$ cat src/rtl/instr_fetch_pkg.sv
// Shared types and constants for the instruction fetch stage.
// Word/instruction widths, FSM state encoding and the FIFO entry layout.
package instr_fetch_pkg;

    localparam int ADDR_W  = 64;
    localparam int INSTR_W = 32;
    localparam int WORD_W  = 64;

    localparam logic [ADDR_W-1:0] INITIAL_PC_DEFAULT = 64'h0;
    localparam int                FETCH_DEPTH        = 4;

    typedef enum logic [1:0] {
        FETCH_IDLE = 2'd0,
        FETCH_REQ  = 2'd1,
        FETCH_DROP = 2'd2
    } fetch_state_e;

    typedef struct packed {
        logic [INSTR_W-1:0] instr;
        logic [ADDR_W-1:0]  pc;
    } fetch_entry_t;

    function automatic logic [ADDR_W-1:0] word_addr(input logic [ADDR_W-1:0] pc);
        return pc & ~64'h7;
    endfunction

endpackage

$ cat src/rtl/instr_fetch_if.sv
// Memory, redirect and instruction-issue signals of the fetch stage.
// master = fetch stage, slave = memory/core side.
interface instr_fetch_if
    import instr_fetch_pkg::*;
    ();

    logic               mem_req;
    logic [ADDR_W-1:0]  mem_addr;
    logic               mem_ack;
    logic [WORD_W-1:0]  mem_rdata;
    logic               redirect_valid;
    logic [ADDR_W-1:0]  redirect_pc;
    logic               instr_valid;
    logic [INSTR_W-1:0] instr;
    logic [ADDR_W-1:0]  instr_pc;
    logic               instr_ready;

    modport master (
        output mem_req, mem_addr, instr_valid, instr, instr_pc,
        input  mem_ack, mem_rdata, redirect_valid, redirect_pc, instr_ready
    );

    modport slave (
        input  mem_req, mem_addr, instr_valid, instr, instr_pc,
        output mem_ack, mem_rdata, redirect_valid, redirect_pc, instr_ready
    );

endinterface

$ cat src/rtl/instr_fetch_fifo.sv
// Synchronous FIFO with two write ports (written in order data0, data1) and one read port.
// push1 is only meaningful together with push0; flush empties the FIFO and beats push/pop.
module instr_fetch_fifo
    import instr_fetch_pkg::*;
#(
    parameter int DEPTH = FETCH_DEPTH,
    localparam int AW   = $clog2(DEPTH),
    localparam int CW   = $clog2(DEPTH) + 1
) (
    input  logic         clk,
    input  logic         rst,
    input  logic         flush,
    input  logic         push0,
    input  fetch_entry_t data0,
    input  logic         push1,
    input  fetch_entry_t data1,
    input  logic         pop,
    output fetch_entry_t head,
    output logic [CW-1:0] count
);

    fetch_entry_t [DEPTH-1:0] mem_q, mem_d;
    logic [AW-1:0] wr_ptr_q, wr_ptr_d;
    logic [AW-1:0] rd_ptr_q, rd_ptr_d;
    logic [CW-1:0] count_q, count_d;
    logic [AW-1:0] wr_ptr_p1;
    logic          pop_ok;

    assign wr_ptr_p1 = wr_ptr_q + AW'(1);
    assign pop_ok    = pop && (count_q != '0);

    always_comb begin
        mem_d    = mem_q;
        wr_ptr_d = wr_ptr_q;
        rd_ptr_d = rd_ptr_q;
        count_d  = count_q;
        if (flush) begin
            wr_ptr_d = '0;
            rd_ptr_d = '0;
            count_d  = '0;
        end else begin
            if (push0) mem_d[wr_ptr_q]  = data0;
            if (push1) mem_d[wr_ptr_p1] = data1;
            wr_ptr_d = wr_ptr_q + AW'(push0) + AW'(push1);
            rd_ptr_d = rd_ptr_q + AW'(pop_ok);
            count_d  = count_q + CW'(push0) + CW'(push1) - CW'(pop_ok);
        end
    end

    always_ff @(posedge clk) begin
        if (rst) begin
            mem_q    <= '0;
            wr_ptr_q <= '0;
            rd_ptr_q <= '0;
            count_q  <= '0;
        end else begin
            mem_q    <= mem_d;
            wr_ptr_q <= wr_ptr_d;
            rd_ptr_q <= rd_ptr_d;
            count_q  <= count_d;
        end
    end

    assign head  = mem_q[rd_ptr_q];
    assign count = count_q;

endmodule

$ cat src/rtl/instr_fetch.sv
// Fetch stage: one outstanding 64-bit fetch, split into two instructions buffered in a FIFO.
// Redirect flushes the FIFO and discards any fetch still in flight.
module instr_fetch
    import instr_fetch_pkg::*;
#(
    parameter logic [ADDR_W-1:0] INITIAL_PC = INITIAL_PC_DEFAULT,
    parameter int                DEPTH      = FETCH_DEPTH
) (
    input  logic          clk,
    input  logic          rst,
    instr_fetch_if.master bus
);

    localparam int            CW        = $clog2(DEPTH) + 1;
    localparam logic [CW-1:0] ISSUE_MAX = CW'(DEPTH - 2);

    fetch_state_e      state_q, state_d;
    logic [ADDR_W-1:0] fetch_pc_q, fetch_pc_d;
    logic              mem_req_q, mem_req_d;
    logic [ADDR_W-1:0] mem_addr_q, mem_addr_d;

    logic              push0, push1, pop, flush;
    fetch_entry_t      data0, data1, head;
    logic [CW-1:0]     count;
    fetch_entry_t      ent_lo, ent_hi;

    assign ent_lo = '{instr: bus.mem_rdata[31:0],  pc: mem_addr_q};
    assign ent_hi = '{instr: bus.mem_rdata[63:32], pc: mem_addr_q + 64'd4};

    always_comb begin
        state_d    = state_q;
        fetch_pc_d = fetch_pc_q;
        mem_req_d  = mem_req_q;
        mem_addr_d = mem_addr_q;
        push0      = 1'b0;
        push1      = 1'b0;
        data0      = ent_lo;
        data1      = ent_hi;
        flush      = bus.redirect_valid;

        if (bus.redirect_valid) fetch_pc_d = bus.redirect_pc & ~64'h3;

        case (state_q)
            FETCH_IDLE: begin
                if (!bus.redirect_valid && count <= ISSUE_MAX) begin
                    mem_req_d  = 1'b1;
                    mem_addr_d = word_addr(fetch_pc_q);
                    state_d    = FETCH_REQ;
                end
            end
            FETCH_REQ: begin
                if (bus.redirect_valid) begin
                    if (bus.mem_ack) begin
                        mem_req_d = 1'b0;
                        state_d   = FETCH_IDLE;
                    end else begin
                        state_d   = FETCH_DROP;
                    end
                end else if (bus.mem_ack) begin
                    mem_req_d  = 1'b0;
                    fetch_pc_d = word_addr(fetch_pc_q) + 64'd8;
                    state_d    = FETCH_IDLE;
                    push0      = 1'b1;
                    // Entry into the upper half skips the low instruction.
                    if (fetch_pc_q[2]) begin
                        data0 = ent_hi;
                    end else begin
                        push1 = 1'b1;
                    end
                end
            end
            FETCH_DROP: begin
                if (bus.mem_ack) begin
                    mem_req_d = 1'b0;
                    state_d   = FETCH_IDLE;
                end
            end
            default: state_d = FETCH_IDLE;
        endcase
    end

    always_ff @(posedge clk) begin
        if (rst) begin
            state_q    <= FETCH_IDLE;
            fetch_pc_q <= INITIAL_PC;
            mem_req_q  <= 1'b0;
            mem_addr_q <= '0;
        end else begin
            state_q    <= state_d;
            fetch_pc_q <= fetch_pc_d;
            mem_req_q  <= mem_req_d;
            mem_addr_q <= mem_addr_d;
        end
    end

    assign pop = bus.instr_valid && bus.instr_ready;

    instr_fetch_fifo #(.DEPTH(DEPTH)) u_fifo (
        .clk   (clk),
        .rst   (rst),
        .flush (flush),
        .push0 (push0),
        .data0 (data0),
        .push1 (push1),
        .data1 (data1),
        .pop   (pop),
        .head  (head),
        .count (count)
    );

    assign bus.mem_req     = mem_req_q;
    assign bus.mem_addr    = mem_addr_q;
    assign bus.instr_valid = (count != '0);
    assign bus.instr       = head.instr;
    assign bus.instr_pc    = head.pc;

endmodule
$ cat src/flat_wrapper.sv
// flat-port wrapper written by rule: the top's interface ports become plain ports
module instr_fetch_flat import instr_fetch_pkg::*;
#(
    parameter logic [ADDR_W-1:0] INITIAL_PC = INITIAL_PC_DEFAULT,
    parameter int                DEPTH      = FETCH_DEPTH
)
  (clk, rst, bus_mem_req, bus_mem_addr, bus_instr_valid, bus_instr, bus_instr_pc, bus_mem_ack, bus_mem_rdata, bus_redirect_valid, bus_redirect_pc, bus_instr_ready);
  instr_fetch_if bus_i ();
  input  logic clk;
  input  logic rst;
  output wire logic [$bits(bus_i.mem_req)-1:0] bus_mem_req;
  output wire logic [$bits(bus_i.mem_addr)-1:0] bus_mem_addr;
  output wire logic [$bits(bus_i.instr_valid)-1:0] bus_instr_valid;
  output wire logic [$bits(bus_i.instr)-1:0] bus_instr;
  output wire logic [$bits(bus_i.instr_pc)-1:0] bus_instr_pc;
  input wire logic [$bits(bus_i.mem_ack)-1:0] bus_mem_ack;
  input wire logic [$bits(bus_i.mem_rdata)-1:0] bus_mem_rdata;
  input wire logic [$bits(bus_i.redirect_valid)-1:0] bus_redirect_valid;
  input wire logic [$bits(bus_i.redirect_pc)-1:0] bus_redirect_pc;
  input wire logic [$bits(bus_i.instr_ready)-1:0] bus_instr_ready;
  assign bus_mem_req = bus_i.mem_req;
  assign bus_mem_addr = bus_i.mem_addr;
  assign bus_instr_valid = bus_i.instr_valid;
  assign bus_instr = bus_i.instr;
  assign bus_instr_pc = bus_i.instr_pc;
  assign bus_i.mem_ack = bus_mem_ack;
  assign bus_i.mem_rdata = bus_mem_rdata;
  assign bus_i.redirect_valid = bus_redirect_valid;
  assign bus_i.redirect_pc = bus_redirect_pc;
  assign bus_i.instr_ready = bus_instr_ready;
  instr_fetch #(.INITIAL_PC(INITIAL_PC), .DEPTH(DEPTH)) u_core (.clk(clk), .rst(rst), .bus(bus_i));
endmodule
$ cat config.mk
export PLATFORM = sky130hd
export DESIGN_NAME = instr_fetch_flat
export DESIGN_NICKNAME = d
export VERILOG_FILES = /design/src/rtl/instr_fetch_pkg.sv /design/src/rtl/instr_fetch_if.sv /design/src/rtl/instr_fetch_fifo.sv /design/src/rtl/instr_fetch.sv /design/src/flat_wrapper.sv
export SDC_FILE = /design/constraint.sdc
export NUM_CORES = 1
export LEC_CHECK = 0
export CAP_MARGIN = 20
export CORE_AREA = 2 2 192 241
export CTS_BUF_LIST = sky130_fd_sc_hd__clkbuf_4
export DETAILED_ROUTE_END_ITERATION = 10
export DIE_AREA = 0 0 194 243
export PLACE_DENSITY = 0.85
export SETUP_SLACK_MARGIN = 0.02
export SLEW_MARGIN = 40
export SYNTH_ARGS = -nofsm -noshare
export SYNTH_HDL_FRONTEND = slang
export SYNTH_SLANG_ARGS = --single-unit
$ cat constraint.sdc
create_clock -name clk -period 2.9 [get_ports clk]
set_input_delay 0.87 -clock clk [delete_from_list [all_inputs] [get_ports clk]]
set_output_delay 0.87 -clock clk [all_outputs]
set_load 0.05 [all_outputs]
==> summary.md <==
| Metric | Value |
|---|---|
| Critical Path, Cell by Cell | `buf_12 -> buf_12 -> buf_16 -> mux4_2 -> buf_8` |
| Startpoint types | `flip-flop` |
| Max incr delay on CP | `approximately 0.58 ns` |
| Post-layout util | `64.8%` |
| Slew HR | `between 40% and 50%` |
| Post-Syn Area | `around 0.023 sq mm` |
| Post-synthesis async set-or-reset flop share | `0%` |
| Final worst setup slack | `-0.434 ns` |
| Crit path max-delay cell type | `mux4_2` |
| Pwr/cell area | `roughly 500 mW/mm^2` |
| Tmin final | `3.33 ns` |
| I/O Buffers | `about 290` |
| Worst Hold End | `u_core.fetch_pc_q[53]$_SDFF_PP0_` |
| Nets | `3221` |
| LEAKAGE | `~0.010 uW` |
| Period utilization | `115%` |
| Ports | `295` |
| Critical Path AT | `roughly 2.5 ns` |
| Critical path's most frequent cell | `buf_12` |
| WL final | `80200 um` |
| Beginning of the worst hold path | `rst` |
| Row count | `87` |
| Distinct cells, synth | `60` |
| GPL Wtd Cong | `between 0.9 and 1` |
| First-pass GRT wire length | `123000 um` |
| Reg2Reg Launch Point | `u_core.fetch_pc_q[13]$_SDFF_PP0_` |
| DR vias | `23.4k` |
| Number of global-route vias before repair | `22.9k` |
| GR peak layer | `met2` |
| CTS Sinks | `517` |
| CORE AREA | `0.0448 sq mm` |
| Fillers | `~3.5k` |
| Detailed Routing Iterations Pass 1 | `6` |
| Worst-skew pair later-pin latency | `around 0.91 ns` |
| CTS tree | `built` |
| Number of cells on the worst hold path | `2` |
| Dpl hpwl | `50600 um` |
| RSZ-0062 raised after global routing | `yes` |
| Worst-path clk slew | `0.08 ns` |
| Die height | `between 200 and 250 um` |
| Initial core utilization | `between 50% and 60%` |
| Drt wl/cell | `21.4 um` |
| Fin Hold WS | `about 0.22 ns` |
| Hold Crit Class | `in2reg` |
| Die Wd | `194 um` |
| TritonCTS Buffers | `between 100 and 150` |
| Sequential share of the synthesized area | `~45%` |
| Synth warnings | `0` |
| Worst-path maximum fanout | `7` |
| Syn_area_per_cell | `8.36 sq um` |
| Critical path class | `reg2out` |
| Met3 usage | `7.73%` |
| Share of layout cells above drive strength 1 | `18.5%` |
| Setup crit end kind | `primary output` |
| Clock Tree Root | `clkbuf_4` |
| Register-to-register setup slack | `0.25 ns` |
| Fmax | `0.300 GHz` |
| CTS max path bufs | `3` |
| Flops & latches, synth | `517` |
| Grt total ovfl | `0` |
| Tot GR Track Use | `32.8%` |
| Hold-fix buffers, CTS | `0` |
| Residual DRC | `0` |
| Initial antenna violation count | `8` |
| Final cell count without fillers | `3743` |
| M1 GR Usage | `40.4%` |
| Ys flop type | `dfxtp_1` |
| Final Hold Violating Endpoints | `0` |
| Status | `complete, but fails checks` |
| Worst-case clock skew | `0.104 ns` |
| Die area | `0.0471 sq mm` |
| R2R Path End | `u_core.fetch_pc_q[48]$_SDFF_PP0_` |
| Max Cap Viol | `0` |
| Met2 Track Usage GR | `approximately 52%` |
| R2r worst-path depth | `6` |
| H-Tree Level Count | `3` |
| Slew Limit Fails | `0` |
| Req. time, crit path | `2.03 ns` |
| Via density | `6.25` |
| Worst slew pin tran | `roughly 0.88 ns` |
| Post-Synthesis Cells | `2750` |
| Post-synth EDFFs | `0` |
| Placed cells | `3511` |
| DR iter-0 viols | `between 2k and 3k` |
| Failing checks | `negative setup slack` |
| Worst vdd ir | `0.330 mV` |
| Final antenna-violating net count | `0` |
| Largest net degree at the start of global routing | `169` |
| Setup Viol. Count Final | `96` |
| Area Growth Syn to Fin | `26.4%` |
[flip-flops by register name (all words and copies together), names as in the netlist]
name / count
u_core.u_fifo.count: 3
u_core.state_q: 2
u_core.u_fifo.rd_ptr_q: 2
u_core.bus.mem_addr: 61
u_core.u_fifo.mem_q: 384
u_core.fetch_pc_q: 62
u_core.u_fifo.wr_ptr_q: 2
u_core.bus.mem_req: 1
[routing by layer]
metal	vias to the layer above	wire length [um]	share of wire, %
met1	11000	29000	36
met2	1718	37400	47
met3	373	8890	11
li1	10300	-	-
met5	-	13	0.016
met4	2	4910	6.1
[cells in the mapped netlist (4+ instances only)]
library cell	n	area share, %
xor2_1	10	0.38
xnor2_1	18	0.69
o211a_1	6	0.26
mux2i_1	7	0.30
dfxtp_1	517	45
a311oi_1	5	0.19
and4_1	4	0.15
nand3_1	36	0.78
or2_2	6	0.16
a21oi_1	324	7.1
nand3b_1	5	0.16
a31oi_1	8	0.22
or3_1	10	0.27
o21a_1	5	0.16
mux4_2	96	9.4
or4_1	11	0.36
o21ai_0	22	0.48
nor4_1	30	0.82
buf_2	9	0.20
buf_1	21	0.34
nand4b_1	5	0.19
nor2b_1	64	1.7
clkbuf_1	202	3.3
ha_1	8	0.44
inv_1	21	0.34
and3_1	18	0.49
nand4_1	26	0.71
a211oi_1	19	0.62
a2111oi_0	6	0.23
o22ai_1	128	3.5
nor3_1	154	3.4
nor2_1	199	3.2
nand2_1	658	11
mux2_2	33	1.6
and2_1	14	0.38
[cell families (layout without fill, tap and decap cells)]
family | Yosys count | count (layout) | share of synthesized area (%)
multiplexers | 136 | 136 | 11.3
AND/OR/NAND/NOR | 1251 | 1251 | 23.9
other | 1 | 10 | 0.0163
adder cells (fa/ha/maj) | 11 | 11 | 0.696
XOR/XNOR | 28 | 28 | 1.07
flip-flops | 517 | 517 | 45.0
AO/OA/AOI/OAI | 547 | 547 | 13.6
buffers and inverters | 259 | 665 | 4.36
[placed cells by master, fill, tap and decap left out, drive strengths merged, types with 12 or more instances in the layout]
| cell type | netlist | layout |
|---|---|---|
| clkinv | 2 | 28 |
| a21oi | 324 | 324 |
| nor2b | 64 | 64 |
| and3 | 18 | 18 |
| nor4 | 30 | 30 |
| a211oi | 19 | 19 |
| mux4 | 96 | 96 |
| clkdlybuf4s50 | 0 | 128 |
| o22ai | 128 | 128 |
| buf | 34 | 250 |
| o21ai | 22 | 22 |
| nor3 | 154 | 154 |
| inv | 21 | 22 |
| mux2 | 33 | 33 |
| nand4 | 26 | 26 |
| nand2 | 658 | 658 |
| dlygate4sd2 | 0 | 58 |
| nand3 | 37 | 37 |
| and2 | 14 | 14 |
| xnor2 | 18 | 18 |
| or4 | 12 | 12 |
| clkbuf | 202 | 176 |
| nor2 | 199 | 199 |
| dfxtp | 517 | 517 |
[where the power goes]
part,internal [uW],switching (uW)
Combinational,575,996
Sequential,7250,187
Clock,2730,2870
[area by class of cell]
type                    instances  area [sq um]  share of cell area (%)
well taps                     578           723                    2.49
multi-input cells            1976         11700                    40.3
inverters                      23          87.6                   0.301
flip-flops and latches        517         10400                    35.6
clock inverters                27           109                   0.374
clock buffers                 175          1310                    4.52
repair buffers                440          4760                    16.4
diodes                          7          17.5                  0.0603
[metrics by stage]
step | worst slack, ns | power [uW] | area, sq um | setup TNS [ns]
after floorplan | -0.00427 | 8450 | 23000 | -0.00427
after global placement | -0.181 | 9080 | 26800 | -18.77
after detailed placement | -0.251 | 9120 | 26800 | -28.22
after CTS | -0.451 | 14600 | 29000 | -36.66
after global routing | -0.456 | 15100 | 29100 | -38.14
final | -0.434 | 14600 | 29100 | -34.59
[worst max-delay path by stage]
stage                                               from                                end  slack (ns)
CTS                 u_core.u_fifo.rd_ptr_q[1]$_SDFF_PP0_                    bus_instr_pc[5]       -0.45
global route        u_core.u_fifo.rd_ptr_q[1]$_SDFF_PP0_                   bus_instr_pc[54]       -0.46
finish              u_core.u_fifo.rd_ptr_q[1]$_SDFF_PP0_                   bus_instr_pc[50]       -0.43
global placement                             bus_mem_ack   u_core.fetch_pc_q[44]$_SDFF_PP0_       -0.18
floorplan                             bus_redirect_valid  u_core.u_fifo.count[2]$_SDFF_PP0_      -0.004
detailed placement                           bus_mem_ack   u_core.fetch_pc_q[48]$_SDFF_PP0_       -0.25
[repair_timing]
item,in CTS,in global routing
endpoints found under the setup margin,159,99
gates resized for setup,194,9
setup buffers,12,1
cloned,10,0
[critical path: cells and delay by family (launching register included)]
| kind | cells | cell delay [ns] |
|---|---|---|
| buffers and inverters | 4 | 0.61 |
| DFF | 1 | 0.37 |
| muxes | 1 | 0.58 |
(Power assumes the default switching activity.)
